--- src/rtl/bullet_collision_scanner.sv ---
// Per-frame bullet/player box collision sweep over the bullet descriptor table.
// Results are published with a one-cycle done pulse and held until the next one.
module bullet_collision_scanner #(
  parameter int NUM_SLOTS    = 8,
  parameter int READ_LATENCY = 2
) (
  input  logic        clk,
  input  logic        reset,
  input  logic        start,
  input  logic [15:0] player_pos,
  input  logic [15:0] player_size,
  output logic [3:0]  bullet_index,
  input  logic [15:0] bullet_position,
  input  logic [15:0] bullet_size,
  input  logic [2:0]  bullet_color,
  input  logic        bullet_render,
  output logic        busy,
  output logic        done,
  output logic        hit,
  output logic [3:0]  hit_index,
  output logic [2:0]  hit_color,
  output logic [3:0]  hit_count
);

  // Handshake: start is sampled only while idle (busy=0, which includes the
  // done cycle); done is a one-cycle pulse and the hit_* outputs stay valid
  // from that cycle until the next done.

  typedef enum logic [1:0] {IDLE, ISSUE, DRAIN, DONE} state_t;

  localparam logic [3:0] LAST = 4'(NUM_SLOTS - 1);

  state_t state, next_state;

  logic [15:0] p_pos, p_size;
  logic        acc_hit;
  logic [3:0]  acc_index;
  logic [2:0]  acc_color;
  logic [3:0]  acc_count;

  logic [READ_LATENCY-1:0]      tag_valid;
  logic [READ_LATENCY-1:0][3:0] tag_slot;

  logic       accept;
  logic       push_valid;
  logic [3:0] push_slot;
  logic       consume;
  logic       slot_hit;

  // A zero extent on either box never overlaps; sums are 9 bits so they never wrap.
  function automatic logic span_overlap(input logic [7:0] a, input logic [7:0] aw,
                                        input logic [7:0] b, input logic [7:0] bw);
    return (aw != 8'd0) && (bw != 8'd0) &&
           ({1'b0, a} < ({1'b0, b} + {1'b0, bw})) &&
           ({1'b0, b} < ({1'b0, a} + {1'b0, aw}));
  endfunction

  assign consume  = tag_valid[READ_LATENCY-1];
  assign slot_hit = bullet_render &&
                    span_overlap(bullet_position[15:8], bullet_size[15:8],
                                 p_pos[15:8], p_size[15:8]) &&
                    span_overlap(bullet_position[7:0], bullet_size[7:0],
                                 p_pos[7:0], p_size[7:0]);

  assign busy = (state != IDLE);

  always_comb begin
    next_state = state;
    accept     = 1'b0;
    push_valid = 1'b0;
    push_slot  = 4'd0;
    case (state)
      IDLE: begin
        if (start) begin
          accept     = 1'b1;
          push_valid = 1'b1;
          push_slot  = 4'd0;
          next_state = (LAST == 4'd0) ? DRAIN : ISSUE;
        end
      end
      ISSUE: begin
        push_valid = 1'b1;
        push_slot  = 4'(bullet_index + 4'd1);
        if (bullet_index == 4'(LAST - 4'd1)) next_state = DRAIN;
      end
      DRAIN: begin
        if (consume && (tag_slot[READ_LATENCY-1] == LAST)) next_state = DONE;
      end
      DONE: next_state = IDLE;
      default: next_state = IDLE;
    endcase
  end

  always_ff @(posedge clk or posedge reset) begin
    if (reset) state <= IDLE;
    else       state <= next_state;
  end

  // Issue side: slot address plus a tag that travels alongside the table read.
  always_ff @(posedge clk or posedge reset) begin
    if (reset) begin
      bullet_index <= 4'd0;
      p_pos        <= 16'd0;
      p_size       <= 16'd0;
      tag_valid    <= '0;
      tag_slot     <= '0;
    end else begin
      if (accept) begin
        bullet_index <= 4'd0;
        p_pos        <= player_pos;
        p_size       <= player_size;
      end else if (state == ISSUE) begin
        bullet_index <= push_slot;
      end
      for (int k = READ_LATENCY - 1; k > 0; k--) begin
        tag_valid[k] <= tag_valid[k-1];
        tag_slot[k]  <= tag_slot[k-1];
      end
      tag_valid[0] <= push_valid;
      tag_slot[0]  <= push_slot;
    end
  end

  // Accumulate while the sweep runs; the first hit in slot order owns index/color.
  always_ff @(posedge clk or posedge reset) begin
    if (reset) begin
      acc_hit   <= 1'b0;
      acc_index <= 4'd0;
      acc_color <= 3'd0;
      acc_count <= 4'd0;
    end else if (accept) begin
      acc_hit   <= 1'b0;
      acc_index <= 4'd0;
      acc_color <= 3'd0;
      acc_count <= 4'd0;
    end else if (consume && slot_hit) begin
      if (!acc_hit) begin
        acc_hit   <= 1'b1;
        acc_index <= tag_slot[READ_LATENCY-1];
        acc_color <= bullet_color;
      end
      if (acc_count != 4'd15) acc_count <= acc_count + 4'd1;
    end
  end

  always_ff @(posedge clk or posedge reset) begin
    if (reset) begin
      done      <= 1'b0;
      hit       <= 1'b0;
      hit_index <= 4'd0;
      hit_color <= 3'd0;
      hit_count <= 4'd0;
    end else begin
      done <= (state == DONE);
      if (state == DONE) begin
        hit       <= acc_hit;
        hit_index <= acc_index;
        hit_color <= acc_color;
        hit_count <= acc_count;
      end
    end
  end

endmodule

--- config.mk ---
export PLATFORM = sky130hd
export DESIGN_NAME = bullet_collision_scanner
export DESIGN_NICKNAME = d
export VERILOG_FILES = /design/src/rtl/bullet_collision_scanner.sv
export SDC_FILE = /design/constraint.sdc
export NUM_CORES = 1
export LEC_CHECK = 0
export ABC_AREA = 1
export BUFFER_PORTS_ARGS = -buffer_cell sky130_fd_sc_hd__buf_2
export CORE_MARGIN = 2
export CORE_UTILIZATION = 60
export DETAILED_ROUTE_END_ITERATION = 12
export GPL_TIMING_DRIVEN = 0
export PLACE_DENSITY_LB_ADDON = 0.1
export SLEW_MARGIN = 20
export SYNTH_ARGS = -nofsm -noshare
export SYNTH_HDL_FRONTEND = slang
export SYNTH_SLANG_ARGS = --single-unit
--- constraint.sdc ---
create_clock -name clk -period 5.9 [get_ports clk]
set_clock_uncertainty 0.15 [all_clocks]
set_input_delay 0.295 -clock clk [delete_from_list [all_inputs] [get_ports clk]]
set_output_delay 0.295 -clock clk [all_outputs]
set_load 0.005 [all_outputs]
# Word-level counts from Yosys, hierarchy flattened
# Index checks and enable logic that the tools add are counted.
# classes
addsub	6
order_cmp	4
n_eq_ne	10
n_mux	21
n_reduce_logical	22
# ops
operator	n
8-bit by 8-bit adder with 9-bit output	4
8-bit by 9-bit < comparator with 1-bit output	4
4-bit two-way mux	9
8-bit nonzero test	4
1-bit logical AND	10
3-bit two-way mux	3
4-bit by 1-bit adder with 4-bit output (second input constant)	2
4-bit by 3-bit == test with 1-bit output (second input constant)	2
2-bit one-hot mux with 4 select lines	1
2-bit nonzero test	4
2-bit two-way mux	3
2-bit != test (second input constant)	3
2-bit == test (second input constant)	2
1-bit two-way mux	4
4-bit != test (second input constant)	1
2-bit AND reduction	2
3-bit AND reduction	1
2-bit by 1-bit == test with 1-bit output (second input constant)	1
2-bit logical NOT	1
2-bit by 1-bit != test with 1-bit output (second input constant)	1
1-bit one-hot mux with 2 select lines	1
# word_totals
regBits	73
out_inout_bits	18
wordCells	79

# Logic depth before layout (Yosys ltp)
# depth
ltp_word	9
depth_mapped	21

# Worst setup path before layout
# Ideal clock, no wire load.
# synth_timing
kind	reg2reg
startpoint	register p_size[8]
endpoint	register acc_count[2]
setup_ns	0.117
t_arrival_ns	2.556
required_ns	5.633
path_slack_ns	3.076
path_stages_with_launch	19
synth_period_minus_slack_ns	2.824
path_cell_list	dfrtp_1 -> ha_1 -> inv_1 -> fa_1 -> o21ai_2 -> nand2_2 -> o21ai_0 -> xnor2_1 -> ha_1 -> a21oi_1 -> nand2_1 -> nand2_1 -> nand2_1 -> nand2_2 -> nand2_1 -> nor2_1 -> nand3_1 -> nand3_1 -> nand2_1
# synth_via
elab_chain_len	9
word_cells_on_any_way	11
classes_between	add/sub: 1; order compare: 1; reduce/logical: 9
# synth_rtl
element	line	source
from (decl)	35	logic [15:0] p_pos, p_size;
from (signal assigned)	111	p_size <= player_size;
8-bit by 8-bit adder with 9-bit output or 8-bit nonzero test (tied branches)	54, 53	
8-bit by 9-bit < comparator with 1-bit output or 1-bit logical AND (tied branches)	54, 53	
1-bit logical AND (*)	53	return (aw != 8'd0) && (bw != 8'd0) &&
1-bit logical AND (*)	54	({1'b0, a} < ({1'b0, b} + {1'b0, bw})) &&
1-bit logical AND (*)	59	assign slot_hit = bullet_render &&
1-bit logical AND (*)	61	p_pos[15:8], p_size[15:8]) &&
1-bit logical AND (*)	136	end else if (consume && slot_hit) begin
2-bit nonzero test (no line) (*)	n/a	
2-bit AND reduction (no line) (*)	n/a	
to (signal assigned)	142	if (acc_count != 4'd15) acc_count <= acc_count + 4'd1;
to (decl)	39	logic [3:0] acc_count;
# Every way passes the cells marked *; elsewhere a longest branch is shown, timed or not.
# A chain may end at the register's enable or synchronous reset.

# Worst setup path after layout
# layout_timing
startpoint	register p_size[8]
endpoint	register acc_index[2]
# layout_via
elab_chain_len	9
word_cells_on_any_way	11
classes_between	add/sub: 1; order compare: 1; reduce/logical: 9
# layout_rtl
element	line	source
8-bit by 8-bit adder with 9-bit output or 8-bit nonzero test (tied branches)	54, 53	
8-bit by 9-bit < comparator with 1-bit output or 1-bit logical AND (tied branches)	54, 53	
1-bit logical AND (*)	53	
1-bit logical AND (*)	54	
1-bit logical AND (*)	59	
1-bit logical AND (*)	61	
1-bit logical AND (*)	136	
2-bit nonzero test (no line) (*)	n/a	
2-bit AND reduction (no line) (*)	n/a	
to (signal assigned)	139	acc_index <= tag_slot[READ_LATENCY-1];
to (decl)	37	logic [3:0] acc_index;
# Marked as above.

==> run_results.csv <==
group,metric,value,unit
logic_synthesis,synthMuxAreaShare,2.33,%
routing,ant_nets,0,
worst_setup_path,cp_max_fo,7,
floorplanning,die_w,93.8,um
global_route,antenna_found_initial,0,
power_and_ir_drop,power_density,476,mW/mm^2
power_and_ir_drop,p_leak,3.30,nW
clocking,cts_root_buffer,"clkbuf_8",
worst_setup_path,r2r_cells,18,
worst_setup_path,critical_path_required,5980,ps
worst_setup_path,rr_startpoint,"p_size[8]",
routing,totalWireLength,10900,um
logic_synthesis,seq_area_frac_synth,37.7,%
logic_synthesis,synthSimpleGateAreaFrac,23.8,%
worst_setup_path,path_class,"reg -> reg",
layout,multi_input_area,0.00275,sq mm
floorplanning,rows,32,
timing,clock.fmax,0.310,GHz
timing,worst_pin_slew,537,ps
timing,slew_headroom,64.2,%
layout,fillers,628,
worst_setup_path,arrival,3310,ps
global_route,grt_pass1_wl,18600,um
min_path,hp-class,"in -> reg",
layout,diodes,0,
clocking,clk-insertion-delay-late,350,ps
timing,finalSetupTns,0,ps
timing,min_period,3230,ps
placement,post-dp-hpwl,8340,um
floorplanning,core,0.00777,sq mm
logic_synthesis,synth_compound_area_share,7.39,%
logic_synthesis,syn_area,0.00484,sq mm
worst_setup_path,crit_path_end_kind,"flip-flop",
placement,portBuffers,88,
worst_setup_path,start_kind,"flip-flop",
timing,setup_ws,2670,ps
floorplanning,die-area,0.00880,sq mm
logic_synthesis,synth_edf_count,0,
routing,wl_per_cell,13.6,um
logic_synthesis,synth_xor_area_share,3.98,%
logic_synthesis,syn-num-nets,724,
placement,gp_congestion,0.848,
logic_synthesis,syn-instance-count,581,
layout,post-route-cell-area,0.00579,sq mm
timing,rsz0062_at_grt,"false",
floorplanning,io_pins,89,
clocking,cts_made_buffers,9,
timing,hold_slack,1.01,ps
layout,fin_nets,836,
worst_setup_path,r2r_end,"acc_index[2]",
floorplanning,fp.dieH,93.8,um
clocking,cts_tree,"done",
routing,via_per_inst,5.36,
clocking,clock_sinks,73,
clocking,htree_levels,3,
clocking,cts_max_path_buffers,2,
job,maxCapViolations,0,
global_route,grt_start_max_net_pins,62,
logic_synthesis,synth.distinct_cells,31,
timing,setup_viol,0,
layout,register_area,0.00183,sq mm
logic_synthesis,ys_warn_count,0,
global_route,track_usage,26.6,%
clocking,clk_pin_slew,80,ps
placement,post-place-ws,2690,ps
routing,drc,0,
routing,dr.pass1.iters,5,
global_route,grt_pass1_vias,4372,
clocking,post_cts_buffers,0,
routing,vias,4286,
worst_setup_path,cp-endpoint,"acc_index[2]",
min_path,holdPathStages,3,
floorplanning,initial_utilization,62.3,%
logic_synthesis,synthFlopType,"dfrtp_1",
global_route,overflow,0,
routing,dr.first_iter.drc_count,189,
worst_setup_path,r2r_slack,2670,ps
power_and_ir_drop,finalPower,0.00276,W
logic_synthesis,synth-adder-area-share,19.2,%
logic_synthesis,synth_area_per_cell,8.33,sq um
timing,slew_violations,0,
layout,drive_gt1_share,18.5,%
timing,fin_crit_sh,54.7,%
logic_synthesis,synth-async-reset-ratio,100,%
layout,area_delta_synth_final,19.5,%
logic_synthesis,synth_top_family_by_area,"simple AND/OR/NAND/NOR gates",
logic_synthesis,synth-seq-cells,73,
timing,finalHoldViolCount,0,
run_status,status,"finished clean",
power_and_ir_drop,vdd_drop_max,0.306,mV
placement,dpl-instance-area,0.00544,sq mm
worst_setup_path,crit_path_start,"p_size[8]",
[cell usage after synthesis, drive strengths merged, types with 5 or more instances]
master | number | area [sq um]
nor2 | 33 | 131
nand2 | 192 | 731
a21oi | 38 | 190
inv | 51 | 191
ha | 68 | 851
nor3 | 5 | 30.0
nand3 | 30 | 160
dfrtp | 73 | 1830
xor2 | 11 | 96.3
nand4 | 13 | 81.3
o21ai | 14 | 77.6
clkbuf | 8 | 30.0
xnor2 | 11 | 96.3
mux2 | 10 | 113
[per-layer routing]
layer	vias up	track usage, %	share of wire (%)
met5	-	0	0
met2	117	47.9	51
met3	22	3.61	4.0
li1	2135	-	-
met4	0	8.82	1.8
met1	2012	32.7	44
[cells by family after synthesis]
group	Yosys count
AOI/OAI and AO/OA	64
and+or+nand+nor	276
DFF	73
adders and majority gates	72
muxes	10
buffers and inverters	64
xor gates and xnor gates	22
[registers in the layout (all words and copies together) (netlist names), 2 cells and up]
name / flops
acc_color: 3
acc_count: 4
acc_index: 4
bullet_index: 4
hit_color: 3
hit_count: 4
hit_index: 4
p_pos: 16
p_size: 16
state: 2
tag_slot: 8
tag_valid: 2
[worst max-delay path, stage by stage, from the launching register on]
cell	delay, ps
dfrtp_1	390
ha_1	190
inv_1	50
fa_1	420
o21ai_2	210
nand2_2	80
o21ai_0	200
xnor2_1	160
ha_1	270
a21oi_1	140
nand2_1	70
nand2_1	60
nand2_1	60
nand2_2	70
nand2_1	50
nor2_1	180
nand3_2	200
nand3_1	120
nand2_1	50
[power breakdown]
part	internal (W)	switching [W]	leakage [nW]
clock network	0.000254	0.000196	0.115
logic	0.000622	0.000844	2.23
registers	0.000688	0.000154	0.949
[cells in the final DEF (no fill, tap or decap), types with 10 or more instances in the layout]
cell / n
a21oi_1: 38
ha_1: 68
xnor2_1: 11
dlygate4sd3_1: 12
mux2_2: 10
nor2_1: 32
nand2_1: 188
inv_1: 50
nand3_1: 28
o21ai_0: 12
clkbuf_8: 10
xor2_1: 11
nand4_1: 13
dfrtp_1: 73
buf_2: 88
[how the worst min path moves through the flow]
stage,from,end,slack (ps)
2_1_floorplan,tag_slot[0],tag_slot[4],180
3_3_place_gp,tag_slot[1],tag_slot[5],180
3_5_place_dp,reset,bullet_index[1],80
4_1_cts,player_pos[6],p_pos[6],0.5
5_1_grt,player_size[2],p_size[2],7
6_report,player_size[2],p_size[2],1
[through the flow]
stage / cells / util [%]
floorplan: 581 / -
global placement: 771 / 69.6
detailed placement: 772 / 70.0
CTS: 800 / 74.5
global route: 800 / 74.5
finish: 800 / 74.5
[timing repair]
action / in CTS / in global routing
hold endpoints to repair: 23 / 0
gates resized for setup: 0 / 0
hold buffers: 12 / 0
[layout make-up]
| type | instances | area share, % |
|---|---|---|
| Tap cell | 102 | 2.21 |
| Clock buffer | 11 | 2.44 |
| Inverter | 52 | 3.42 |
| Buffer | 12 | 1.23 |
| Sequential cell | 73 | 31.6 |
| Timing Repair Buffer | 101 | 10.2 |
| Multi-Input combinational cell | 444 | 47.5 |
| Clock inverter | 5 | 1.49 |
Power figures use the tool's default switching activity.
